===== config.mk =====
export PLATFORM = sky130hd
export DESIGN_NAME = call_panel
export DESIGN_NICKNAME = d
export VERILOG_FILES = /design/src/rtl/call_panel.sv
export SDC_FILE = /design/constraint.sdc
export NUM_CORES = 1
export LEC_CHECK = 0
export CAP_MARGIN = 20
export CORE_UTILIZATION = 45
export DETAILED_ROUTE_END_ITERATION = 16
export GPL_ROUTABILITY_DRIVEN = 0
export PLACE_DENSITY_LB_ADDON = 0.1
export SYNTH_ARGS = -nofsm -noshare
export SYNTH_HDL_FRONTEND = slang
export SYNTH_SLANG_ARGS = --single-unit
export TNS_END_PERCENT = 100

===== constraint.sdc =====
create_clock -name clk -period 3.37 [get_ports clk]
set_input_delay 0.674 -clock clk [delete_from_list [all_inputs] [get_ports clk]]
set_output_delay 0.674 -clock clk [all_outputs]
set_load 0.01 [all_outputs]

===== src/rtl/call_panel.sv =====
// rtl/call_panel.sv - elevator call capture, lamp keeping and one-shot request issue
//
// Purpose: synchronizes car/hall buttons and the penthouse key, latches accepted
// presses into lamps, and offers each pending call once over req_valid/req_ready.
// Calls at the current floor clear while doors are open; bigRedButton wipes all.
//
// Ports:
//   clk, rst                       clock, asynchronous active-high reset
//   car_btn, up_btn, down_btn      asynchronous button levels, one bit per floor
//   key                            asynchronous penthouse key switch
//   bigRedButton                   emergency stop, synchronous to clk
//   floor, open                    car position and door-open status
//   req_valid/req_kind/req_floor   request offer (kind 0 car, 1 up, 2 down)
//   req_ready                      controller accepts the offered request
//   car_lamp, up_lamp, down_lamp   pending-call lamps
module call_panel #(
  parameter int FLOORS      = 5,
  parameter int SYNC_STAGES = 2
) (
  input  logic              clk,
  input  logic              rst,
  input  logic [FLOORS-1:0] car_btn,
  input  logic [FLOORS-1:0] up_btn,
  input  logic [FLOORS-1:0] down_btn,
  input  logic              key,
  input  logic              bigRedButton,
  input  logic [2:0]        floor,
  input  logic              open,
  output logic              req_valid,
  output logic [1:0]        req_kind,
  output logic [2:0]        req_floor,
  input  logic              req_ready,
  output logic [FLOORS-1:0] car_lamp,
  output logic [FLOORS-1:0] up_lamp,
  output logic [FLOORS-1:0] down_lamp
);

  localparam int BW = 3 * FLOORS;  // button bits; key sits above them

  typedef enum logic {IDLE, OFFER} state_t;

  state_t                           state, state_n;
  logic [SYNC_STAGES-1:0][BW:0]     sync_q;
  logic [BW-1:0]                    prev_q;
  logic [BW:0]                      sync_out;
  logic [BW-1:0]                    edges;
  logic                             key_s;
  logic [FLOORS-1:0]                car_acc, up_acc, down_acc, clr_mask;
  logic [FLOORS-1:0]                car_sent, up_sent, down_sent;
  logic [FLOORS-1:0]                car_sent_n, up_sent_n, down_sent_n;
  logic [FLOORS-1:0]                car_lamp_n, up_lamp_n, down_lamp_n;
  logic [FLOORS-1:0]                car_cand, up_cand, down_cand;
  logic [1:0]                       kind_n;
  logic [2:0]                       floor_n;
  logic                             hit, offer_clr;

  // Synchronizer chain plus registered copy for rising-edge detection.
  always_ff @(posedge clk or posedge rst) begin
    if (rst) begin
      sync_q <= '0;
      prev_q <= '0;
    end else begin
      sync_q[0] <= {key, down_btn, up_btn, car_btn};
      for (int s = 1; s < SYNC_STAGES; s++) sync_q[s] <= sync_q[s-1];
      prev_q <= sync_out[BW-1:0];
    end
  end

  assign sync_out = sync_q[SYNC_STAGES-1];
  assign edges    = sync_out[BW-1:0] & ~prev_q;
  assign key_s    = sync_out[BW];

  // Penthouse car call needs the key; top up-call and bottom down-call do not exist.
  always_comb begin
    car_acc  = edges[FLOORS-1:0];
    up_acc   = edges[2*FLOORS-1:FLOORS];
    down_acc = edges[BW-1:2*FLOORS];
    car_acc[FLOORS-1] = car_acc[FLOORS-1] & key_s;
    up_acc[FLOORS-1]  = 1'b0;
    down_acc[0]       = 1'b0;
  end

  // Service clear for the floor the doors are open at; out-of-range floors match nothing.
  always_comb begin
    clr_mask = '0;
    if (open)
      for (int i = 0; i < FLOORS; i++)
        if (floor == 3'(i)) clr_mask[i] = 1'b1;
  end

  // Calls being cleared this cycle are not eligible, so nothing stale is offered.
  assign car_cand  = car_lamp  & ~car_sent  & ~clr_mask;
  assign up_cand   = up_lamp   & ~up_sent   & ~clr_mask;
  assign down_cand = down_lamp & ~down_sent & ~clr_mask;

  always_comb begin
    state_n     = state;
    kind_n      = req_kind;
    floor_n     = req_floor;
    hit         = 1'b0;
    offer_clr   = 1'b0;
    car_sent_n  = car_sent;
    up_sent_n   = up_sent;
    down_sent_n = down_sent;
    // OR-ing an accepted press into a lit lamp is a no-op; clear wins over press.
    car_lamp_n  = (car_lamp  | car_acc)  & ~clr_mask;
    up_lamp_n   = (up_lamp   | up_acc)   & ~clr_mask;
    down_lamp_n = (down_lamp | down_acc) & ~clr_mask;

    case (state)
      IDLE: begin
        for (int i = 0; i < FLOORS; i++)
          if (!hit && car_cand[i]) begin hit = 1'b1; kind_n = 2'd0; floor_n = 3'(i); end
        for (int i = 0; i < FLOORS; i++)
          if (!hit && up_cand[i]) begin hit = 1'b1; kind_n = 2'd1; floor_n = 3'(i); end
        for (int i = 0; i < FLOORS; i++)
          if (!hit && down_cand[i]) begin hit = 1'b1; kind_n = 2'd2; floor_n = 3'(i); end
        if (hit) state_n = OFFER;
      end
      OFFER: begin
        for (int i = 0; i < FLOORS; i++)
          if (req_floor == 3'(i)) offer_clr = clr_mask[i];
        if (offer_clr) begin
          state_n = IDLE;  // withdraw: serviced before the controller took it
        end else if (req_ready) begin
          state_n = IDLE;
          for (int i = 0; i < FLOORS; i++)
            if (req_floor == 3'(i)) begin
              case (req_kind)
                2'd0:    car_sent_n[i]  = 1'b1;
                2'd1:    up_sent_n[i]   = 1'b1;
                default: down_sent_n[i] = 1'b1;
              endcase
            end
        end
      end
      default: state_n = IDLE;
    endcase

    car_sent_n  = car_sent_n  & ~clr_mask;
    up_sent_n   = up_sent_n   & ~clr_mask;
    down_sent_n = down_sent_n & ~clr_mask;

    if (bigRedButton) begin
      state_n     = IDLE;
      car_lamp_n  = '0;
      up_lamp_n   = '0;
      down_lamp_n = '0;
      car_sent_n  = '0;
      up_sent_n   = '0;
      down_sent_n = '0;
    end
  end

  always_ff @(posedge clk or posedge rst) begin
    if (rst) begin
      state     <= IDLE;
      req_kind  <= '0;
      req_floor <= '0;
      car_lamp  <= '0;
      up_lamp   <= '0;
      down_lamp <= '0;
      car_sent  <= '0;
      up_sent   <= '0;
      down_sent <= '0;
    end else begin
      state     <= state_n;
      req_kind  <= kind_n;
      req_floor <= floor_n;
      car_lamp  <= car_lamp_n;
      up_lamp   <= up_lamp_n;
      down_lamp <= down_lamp_n;
      car_sent  <= car_sent_n;
      up_sent   <= up_sent_n;
      down_sent <= down_sent_n;
    end
  end

  assign req_valid = (state == OFFER);

endmodule


==> summary.txt, run 1 <==
Clock tree
  – Clock transition at the registers of the reported paths: 80 ps
  – CTS max path bufs: 2
  – CTS Hold Bufs: 0
  – CTS Buf Count: 9
  – # Post-CTS Setup Buffers: 0
  – Clk sinks: 77
  – Resize count post-CTS: 0
  – CTS tree: built
  – H-tree levels: 3
  – Worst-skew pair later-pin latency: 350 ps
  – Root Driver: clkbuf_8

Critical path
  – Cell breakdown of the critical path: clkdlybuf4s50_1 -> nand4bb_1 -> a32oi_1 -> nand3b_2 -> nor3_4 -> a31oi_4 -> mux2_4
  – Critical path type: input port to flip-flop
  – Critical Path End Type: flip-flop
  – R2R Setup Slk: 1410 ps
  – CP Data Required Time: 3610 ps
  – Reg-to-Reg Start: req_floor[2]
  – Worst-path fanout max: 7
  – Startpoint types: input port
  – CP Data Arrival Time: 2940 ps
  – Worst-case reg-to-reg path depth: 5
  – Worst path slowest cell: clkdlybuf4s50_1
  – RR Endpoint: car_sent[1]
  – Critical Path Max Stage Delay: 520 ps

Synthesis
  – XOR/XNOR Fraction of Synth Area: 0.00610
  – Adder-Cell Fraction of Synth Area: 0
  – Largest family of logic cells by synthesized area: simple AND/OR/NAND/NOR gates
  – Post-synthesis instance total: 237
  – Synthesized flop and latch total: 77
  – Post-synthesis sequential area ratio: 0.671
  – Post-synthesis average cell area: 12.1 um2
  – Async SR Flop Fraction: 1.00
  – Top_reg_cell synth: dfrtp_1
  – Simple-Gate Fraction of Synth Area: 0.171
  – Number of flops mapped to enable cells by yosys: 0
  – Syn Nets: 261
  – Synthesized area: 2870 um2
  – Mux contribution to synthesized area: 0.0105
  – Synth Area in Compound Gates: 0.110
  – Synth Warn #: 0
  – Cell variety after synth: 45

Status
  – Outcome: finished clean

Die
  – FP Rows: 28
  – Die Span Y: 81.9 um
  – Die Width: 81.9 um
  – Die area: 6710 um2
  – I/O Pins: 45
  – Core footprint: 6030 um2
  – Initial core utilization: 0.477

STA
  – Fin crit share: 0.801
  – Unrepaired setup endpoints after global routing: no
  – Worst slew pin tran: 775 ps
  – Slew Viols, Final: 0
  – Final WS setup: 669 ps
  – Fin crit period: 2700 ps
  – Final clock skew: 6.88 ps
  – Setup violations, final: 0
  – Hold_ws: 350 ps
  – Setup TNS: 0 ps
  – Peak Freq: 370 MHz
  – Slew headroom: 0.479
  – Fin. Hold Viols: 0

GRT
  – GR Layer Usage met3: 0.0367
  – Largest net degree at the start of global routing: 78
  – First-pass GRT wire length: 8860 um
  – Antenna violations before repair: 0
  – Global route hottest layer: met1
  – Met1 Use GR: 0.268
  – Vias in the first global route: 1741
  – Remaining Overflow, GRT: 0
  – Gr usage total: 0.188
  – GR Util met2: 0.266

Drt
  – DRT iter0 DRCs: 136
  – Routed vias/inst: 5.18
  – Via count: 1910
  – Detailed-route wire length per cell: 14.8 um
  – Routed Antenna Nets: 0
  – DRC violations left: 0
  – DRT Wirelength: 5440 um
  – Drt pass-1 iters: 4

Power and ir drop
  – Static Leak: 1.64 nW
  – PnR Total Power: 0.00211 W
  – Power Dens Cells: 582 nW/um2
  – Worst vdd ir: 0.439 mV

Hold path
  – WHS Endpoint: sync_out[13]
  – Hold Crit Start: sync_q[13]
  – Hold depth: 0
  – Worst Hold Class: flip-flop to flip-flop

Placement
  – DP Worst Slack: 303 ps
  – I/O Buffers: 42
  – Hpwl dp: 3600 um

Finish
  – Nets: 313
  – Fraction of layout cells with a size suffix above 1: 0.0986
  – Fill count: 493
  – Synth-to-Final Area Change: 26.0%
  – N_diodes: 0

Flow run
  – Max cap viols: 0
[registers in the layout, indices dropped and copies added (netlist names)]
signal     count
car_lamp       5
car_sent       5
down_lamp      5
down_sent      5
prev_q        13
req_floor      3
req_kind       2
req_valid      1
sync_out      14
sync_q        14
up_lamp        5
up_sent        5
[power breakdown]
part	internal, W	switching (W)	leakage, nW
Clock	0.000420	0.000350	0.106
Combinational	0.000151	0.000137	0.567
Sequential	0.000980	0.0000677	0.963
Total	0.00155	0.000554	1.64
[logic make-up (layout without fill, tap and decap cells)]
family / count (synthesis) / count (layout)
flip-flops: 77 / 77
multiplexers: 2 / 2
buffers and inverters: 24 / 81
AND/OR/NAND/NOR: 83 / 83
AO/OA/AOI/OAI: 49 / 49
XOR/XNOR: 2 / 2
[synth_stat cells (2+ instances only)]
library cell | n | share of area
dfrtp_1 | 77 | 0.67
nor2_1 | 34 | 0.044
a21oi_1 | 27 | 0.047
inv_1 | 22 | 0.029
nand2b_1 | 6 | 0.013
nand3b_1 | 6 | 0.016
nand2_1 | 4 | 0.0052
nor3b_1 | 4 | 0.010
o21ai_0 | 4 | 0.0070
a31oi_1 | 3 | 0.0065
nor3_1 | 3 | 0.0052
a2111oi_0 | 2 | 0.0061
a2bb2oi_1 | 2 | 0.0061
a32oi_1 | 2 | 0.0061
and2_1 | 2 | 0.0044
clkbuf_1 | 2 | 0.0026
mux2_4 | 2 | 0.010
nand3_1 | 2 | 0.0035
nand4_1 | 2 | 0.0044
nand4b_1 | 2 | 0.0061
nand4bb_1 | 2 | 0.0078
nor2b_1 | 2 | 0.0044
or3_1 | 2 | 0.0044
xor2_1 | 2 | 0.0061
[through the flow]
stage	cell area, um2	utilization	std cells
4_1_cts	3620	0.601	369
5_1_grt	3620	0.601	369
6_report	3620	0.601	369
3_3_place_gp	3400	0.564	353
2_1_floorplan	2870	-	237
3_5_place_dp	3400	0.564	353
[worst max-delay path: cells and delay by family]
kind / cells / cell delay (ps)
AOI/OAI and AO/OA: 2 / 530
buffers and inverters: 1 / 520
muxes: 1 / 320
and+or+nand+nor: 3 / 890
[routing by layer]
layer  wire length (um)  share of wire
met1               2600           0.48
met2               2470           0.45
met5                  0              0
met4                127          0.023
met3                244          0.045
[layout make-up]
type | count | area (um2) | share of cell area
timing repair buffer | 43 | 440 | 0.122
clock inverter | 7 | 97.6 | 0.0270
clock buffer | 9 | 124 | 0.0342
sequential | 77 | 1930 | 0.532
tap | 75 | 93.8 | 0.0259
multi-input combinational | 136 | 856 | 0.236
inverter | 22 | 82.6 | 0.0228
[cells in the final DEF, fill, tap and decap left out, types with 3 or more instances in the layout]
cell	Yosys	routed
clkdlybuf4s50_1	0	42
clkbuf_8	0	9
dfrtp_1	77	77
nor2_1	34	34
o21ai_0	4	4
nand3b_1	6	6
a31oi_1	3	3
nand2_1	4	4
nor3b_1	4	4
a21oi_1	27	27
nand2b_1	6	6
inv_1	22	21
nor3_1	3	3
[worst max-delay path by stage]
stage,start,end,slack (ps),cells past startpoint
6_report,floor[0],req_floor[1],670,7
5_1_grt,floor[0],req_floor[0],530,7
4_1_cts,floor[0],req_floor[0],690,7
3_5_place_dp,floor[0],req_floor[0],300,7
3_3_place_gp,floor[0],req_floor[0],350,7
2_1_floorplan,rst,car_lamp[0],730,1
(Power assumes the default switching activity.)
==> inputs of run 2 (changes only) <==
==> constraint.sdc (replaced) <==
create_clock -name clk -period 2.5 [get_ports clk]
set_input_delay 0.5 -clock clk [delete_from_list [all_inputs] [get_ports clk]]
set_output_delay 0.5 -clock clk [all_outputs]
set_load 0.01 [all_outputs]
==> run 2 against run 1 <==
Sequential share of layout area is 2.3 points lower. Sequential cell count stayed put. Critical path depth stayed put. Largest cell class unchanged. Clock-buffer cell count is 1 higher. Sequential power is 34% higher.
==> summary.txt, run 2 (synthesis results as in run 1) <==
Placement
  – DP Worst Slack: -219 ps (-522 ps)
  – I/O Buffers: 42 (unchanged)
  – Cell area after placement: 3580 um2 (+5.4%)
  – Hpwl dp: 4090 um (+13%)

Critical path
  – Worst-path fanout max: 7 (unchanged)
  – RR Endpoint: up_sent[2]
  – Start point of the critical path: floor[0]
  – Cell breakdown of the critical path: clkdlybuf4s50_1 -> nand4bb_1 -> a32oi_1 -> nand4_1 -> nor3_4 -> a31oi_4 -> mux2_4
  – Critical path type: input port to flip-flop
  – Worst path slowest cell: clkdlybuf4s50_1
  – Startpoint types: input port
  – Critical Path Max Stage Delay: 500 ps (-20 ps)
  – CP Data Required Time: 2730 ps (-880 ps)
  – Reg-to-Reg Start: req_floor[0]
  – R2R Setup Slk: 560 ps (-850 ps)
  – CP Data Arrival Time: 2590 ps (-350 ps)
  – Critical Path End Type: flip-flop
  – Worst-case reg-to-reg path depth: 7 (+2)
  – Worst setup endpoint: req_floor[1]

STA
  – Unrepaired setup endpoints after global routing: no
  – Setup violations, final: 0 (unchanged)
  – Hold_ws: 352 ps (+2.12 ps)
  – Final clock skew: 10.9 ps (+4.03 ps)
  – Fin crit period: 2360 ps
  – Fin. Hold Viols: 0 (unchanged)
  – Slew headroom: 0.616 (+0.137)
  – Peak Freq: 423 MHz
  – Worst slew pin tran: 575 ps (-200 ps)
  – Slew Viols, Final: 0 (unchanged)
  – Fin crit share: 0.945
  – Final WS setup: 138 ps (-532 ps)

GRT
  – Remaining Overflow, GRT: 0 (unchanged)
  – Antenna violations before repair: 0 (unchanged)
  – First-pass GRT wire length: 9670 um (+9.2%)
  – Gr usage total: 0.200 (+0.0121)
  – Vias in the first global route: 2061 (+18%)
  – Largest net degree at the start of global routing: 29 (-63%)

Drt
  – DRC violations left: 0 (unchanged)
  – Via count: 2004 (+4.9%)
  – Routed Antenna Nets: 0 (unchanged)
  – Routed vias/inst: 5.11 (-1.2%)
  – Drt pass-1 iters: 4 (unchanged)
  – DRT iter0 DRCs: 140 (+2.9%)
  – DRT Wirelength: 5760 um (+5.8%)
  – Detailed-route wire length per cell: 14.7 um (-0.44%)

Die
  – Die Width: 81.9 um (unchanged)
  – Die area: 6710 um2 (unchanged)
  – Initial core utilization: 0.477 (unchanged)
  – I/O Pins: 45 (unchanged)
  – FP Rows: 28 (unchanged)
  – Core footprint: 6030 um2 (unchanged)
  – Die Span Y: 81.9 um (unchanged)

Clock tree
  – CTS Buf Count: 9 (unchanged)
  – H-tree levels: 3 (unchanged)
  – CTS tree: built
  – Worst-skew pair later-pin latency: 340 ps (about the same)
  – CTS max path bufs: 2 (unchanged)
  – Clock transition at the registers of the reported paths: 80 ps (about the same)
  – CTS Hold Bufs: 0 (unchanged)
  – Resize count post-CTS: 0 (unchanged)
  – Clk sinks: 77 (unchanged)
  – # Post-CTS Setup Buffers: 0 (unchanged)
  – Root Driver: clkbuf_8

Finish
  – Commonest non-fill, non-tap cells in the layout: dfrtp_1, clkdlybuf4s50_1, nor2_1
  – Fraction of layout cells with a size suffix above 1: 0.161 (+0.0622)
  – Commonest non-fill, non-tap cell in the layout: dfrtp_1
  – N_diodes: 0 (unchanged)
  – Fin area: 3780 um2 (+4.5%)
  – Fin util: 0.628 (+0.0268)
  – Synth-to-Final Area Change: 31.7%
  – Nets: 336 (+7.3%)
  – Fill count: 470 (-4.7%)

Power and ir drop
  – Static Leak: 1.73 nW (+6.1%)
  – Power Dens Cells: 734 nW/um2 (+26%)
  – Worst vdd ir: 0.610 mV (+39%)

Hold path
  – Worst Hold Class: flip-flop to flip-flop
  – Hold Crit Start: sync_q[12]

Status
  – Outcome: finished clean

Flow run
  – Max cap viols: 0 (unchanged)
run 2: changes by cell type in the layout (fill, tap and decap cells not counted):
| cell | previous run | this run |
|---|---|---|
| buf_4 | 0 | 22 |
| clkinvlp_4 | 2 | 3 |
| clkbuf_1 | 0 | 1 |
| clkinv_2 | 1 | 0 |
| buf_12 | 1 | 2 |
| bufinv_16 | 2 | 1 |
run 2: cell type report:
| type | count | area [um2] | area share |
|---|---|---|---|
| inverters | 22 | 82.6 | 0.0218 |
| repair buffers | 66 | 626 | 0.165 |
| clock inverters | 6 | 70.1 | 0.0185 |
| well taps | 75 | 93.8 | 0.0248 |
| multi-input cells | 136 | 856 | 0.226 |
| clock buffers | 10 | 128 | 0.0337 |
| flip-flops and latches | 77 | 1930 | 0.509 |
run 2: how the worst min path moves through the flow:
stage / end / slack (ps) / depth (start not counted)
finish: sync_out[12] / 350 / 0
global route: sync_out[0] / 360 / 0
global placement: sync_out[14] / 330 / 0
detailed placement: sync_out[12] / 330 / 0
CTS: sync_out[12] / 350 / 0
floorplan: sync_out[0] / 330 / 0
run 2: report_power, final:
group / total, W / switching, W / internal (W)
combinational: 0.000437 / 0.000196 / 0.000240
sequential: 0.00141 / 0.0000905 / 0.00132
clock: 0.000928 / 0.000460 / 0.000468
run 2: worst max-delay path, delay by kind of cell:
family,cells,cell delay (ps)
mux,1,320
compound gates,2,490
simple gates,3,770
buf+inv,1,500
run 2: routing by layer:
| metal | wire, um | GRT usage | up-vias |
|---|---|---|---|
| li1 | - | - | 968 |
| met1 | 2720 | 0.263 | 975 |
| met2 | 2740 | 0.316 | 49 |
| met3 | 187 | 0.0411 | 12 |
| met4 | 116 | 0.0965 | 0 |
| met5 | 0 | 0 | - |
run 2: stage by stage:
step	setup TNS, ps	std cells	total power (W)
after floorplan	0	237	0.00163
after global placement	-570	376	0.00187
after global routing	0	392	0.00292
after CTS	0	392	0.00280
final	0	392	0.00278
after detailed placement	-1110	376	0.00187
==> inputs of run 3 (changes only) <==
--- a/config.mk
+++ b/config.mk
@@ -6,6 +6,7 @@
 export NUM_CORES = 1
 export LEC_CHECK = 0
 export CAP_MARGIN = 20
+export CORE_MARGIN = 10
 export CORE_UTILIZATION = 45
 export DETAILED_ROUTE_END_ITERATION = 16
 export GPL_ROUTABILITY_DRIVEN = 0
==> run 3 against run 2 <==
Clock skew shrank 3.6 ps. Sequential share of layout area shrank 0.28 points. Worst setup slack lost 55 ps. Die area grew 49%. Critical endpoint is now req_floor[0]. Highest routed layer unchanged.
==> summary.txt, run 3 (synthesis results as in run 1) <==
Status
  – Outcome: finished clean

STA
  – Setup violations, final: 0 (unchanged)
  – Fin crit period: 2420 ps (+54.9 ps)
  – Fin crit share: 0.967 (+0.0220)
  – Peak Freq: 414 MHz (-2.3%)
  – Unrepaired setup endpoints after global routing: no
  – Final clock skew: 7.28 ps (-3.63 ps)
  – Slew Viols, Final: 0 (unchanged)
  – Worst slew pin tran: 435 ps (-140 ps)
  – Slew headroom: 0.703 (+0.0865)
  – Setup TNS: 0 ps (unchanged)
  – Fin. Hold Viols: 0 (unchanged)

Clock tree
  – Clk sinks: 77 (unchanged)
  – CTS Hold Bufs: 0 (unchanged)
  – H-tree levels: 3 (unchanged)
  – CTS tree: built
  – # Post-CTS Setup Buffers: 0 (unchanged)
  – Root Driver: clkbuf_8
  – CTS max path bufs: 2 (unchanged)
  – Clock transition at the registers of the reported paths: 80 ps (about the same)
  – CTS Buf Count: 9 (unchanged)
  – Worst-skew pair later-pin latency: 340 ps (about the same)

GRT
  – Antenna violations before repair: 0 (unchanged)
  – Largest net degree at the start of global routing: 78 (+170%)
  – Remaining Overflow, GRT: 0 (unchanged)
  – First-pass GRT wire length: 10200 um (+5.0%)
  – Gr usage total: 0.129 (-0.0706)
  – Vias in the first global route: 1983 (-3.8%)

Drt
  – Routed Antenna Nets: 0 (unchanged)
  – Detailed-route wire length per cell: 15.7 um (+7.1%)
  – DRT iter0 DRCs: 60 (-57%)
  – DRT Wirelength: 6180 um (+7.4%)
  – DRC violations left: 0 (unchanged)
  – Drt pass-1 iters: 5 (+1)
  – Routed vias/inst: 5.07 (-0.80%)
  – Via count: 1993 (-0.55%)

Critical path
  – RR Endpoint: up_sent[2]
  – R2R Setup Slk: 550 ps (about the same)
  – Worst-path fanout max: 7 (unchanged)
  – Startpoint types: input port
  – CP Data Required Time: 2720 ps (about the same)
  – CP Data Arrival Time: 2640 ps (+50 ps)
  – Critical Path Max Stage Delay: 620 ps (+120 ps)
  – Worst setup endpoint: req_floor[0]
  – Worst path slowest cell: clkdlybuf4s50_1
  – Critical Path End Type: flip-flop
  – Critical path type: input port to flip-flop
  – Cell breakdown of the critical path: clkdlybuf4s50_1 -> nand4b_1 -> a32oi_1 -> nand3b_2 -> nor3_4 -> a31oi_4 -> mux2_4
  – Start point of the critical path: floor[1]
  – Reg-to-Reg Start: req_floor[2]
  – Worst-case reg-to-reg path depth: 6 (-1)

Die
  – FP Rows: 29 (+3.6%)
  – Die Span Y: 99.9 um (+22%)
  – Core footprint: 6280 um2 (+4.2%)
  – Initial core utilization: 0.458 (-0.0191)
  – Die area: 9980 um2 (+49%)
  – I/O Pins: 45 (unchanged)
  – Die Width: 99.9 um (+22%)

Finish
  – Nets: 335 (-0.30%)
  – Fraction of layout cells with a size suffix above 1: 0.165 (+0.00367)
  – Commonest non-fill, non-tap cells in the layout: dfrtp_1, clkdlybuf4s50_1, nor2_1
  – Fill count: 524 (+11%)
  – Finished Layout Cells: 393 (+0.26%)
  – Register area: 1930 um2 (unchanged)
  – Commonest non-fill, non-tap cell in the layout: dfrtp_1
  – Synth-to-Final Area Change: 32.4%
  – Area of the multi-input gates: 868 um2 (+1.5%)
  – N_diodes: 0 (unchanged)

Flow run
  – Max cap viols: 0 (unchanged)

Power and ir drop
  – Share of power burned in combinational logic: 0.151 (-0.006)
  – Sw Share: 0.253 (-0.0156)
  – Static Leak: 1.75 nW (+0.96%)
  – Worst vdd ir: 0.434 mV (-29%)
  – Internal: 0.00215 W (+6.1%)
  – Clock power frac: 0.360 (+0.026)
  – Power Dens Cells: 758 nW/um2 (+3.3%)
  – Reg power frac: 0.490 (-0.019)
  – NetSw: 0.000730 W (-2.2%)

Placement
  – I/O Buffers: 42 (unchanged)
  – Cells after DPL: 377 (+0.27%)
  – Hpwl dp: 4270 um (+4.4%)

Hold path
  – Worst Hold Class: flip-flop to flip-flop
  – Hold depth: 0 (unchanged)
run 3: power by group through the flow:
stage	Clock, W	Combinational (W)	Sequential, W
floorplan	0	0.000216	0.00142
global placement	0	0.000432	0.00144
detailed placement	0	0.000436	0.00144
CTS	0.00107	0.000439	0.00142
global route	0.00112	0.000479	0.00143
finish	0.00104	0.000435	0.00141
run 3: layout make-up:
| class | count | area share |
|---|---|---|
| Clock inverter | 5 | 0.0217 |
| Multi-Input combinational cell | 136 | 0.228 |
| Clock buffer | 11 | 0.0372 |
| Inverter | 22 | 0.0217 |
| Sequential cell | 77 | 0.507 |
| Tap cell | 77 | 0.0253 |
| Timing Repair Buffer | 65 | 0.159 |
run 3: repair_timing:
item	in CTS	in global routing
setup endpoints to repair	0	2
hold endpoints to repair	0	0
gates resized for setup	0	2
run 3: critical path, delay by kind of cell:
family	cells	cell delay [ps]
muxes	1	320
buffers and inverters	1	620
and+or+nand+nor	3	710
AOI/OAI and AO/OA	2	490
run 3: how the worst min path moves through the flow:
stage / from / end / slack [ps]
after floorplan: sync_q[0] / sync_out[0] / 330
after global placement: sync_q[8] / sync_out[8] / 330
after detailed placement: sync_q[12] / sync_out[12] / 330
after CTS: sync_q[12] / sync_out[12] / 350
after global routing: sync_q[4] / sync_out[4] / 360
final: sync_q[4] / sync_out[4] / 350
run 3: metal layers:
metal / vias up / global-route usage / share of wire
li1: 963 / - / -
met1: 978 / 0.169 / 0.47
met2: 46 / 0.193 / 0.48
met3: 6 / 0.0460 / 0.046
met4: 0 / 0.0463 / 0.011
met5: - / 0 / 0
run 3: through the flow:
stage / hold WS, ps / utilization / total power (W) / setup WS, ps / area, um2
after floorplan: 331 / - / 0.00163 / 33.3 / 2870
after global placement: 332 / 0.568 / 0.00187 / -191 / 3570
after detailed placement: 335 / 0.568 / 0.00187 / -273 / 3570
after CTS: 353 / 0.604 / 0.00293 / 90.4 / 3790
after global routing: 359 / 0.606 / 0.00303 / 6.97 / 3800
final: 351 / 0.606 / 0.00288 / 82.7 / 3800
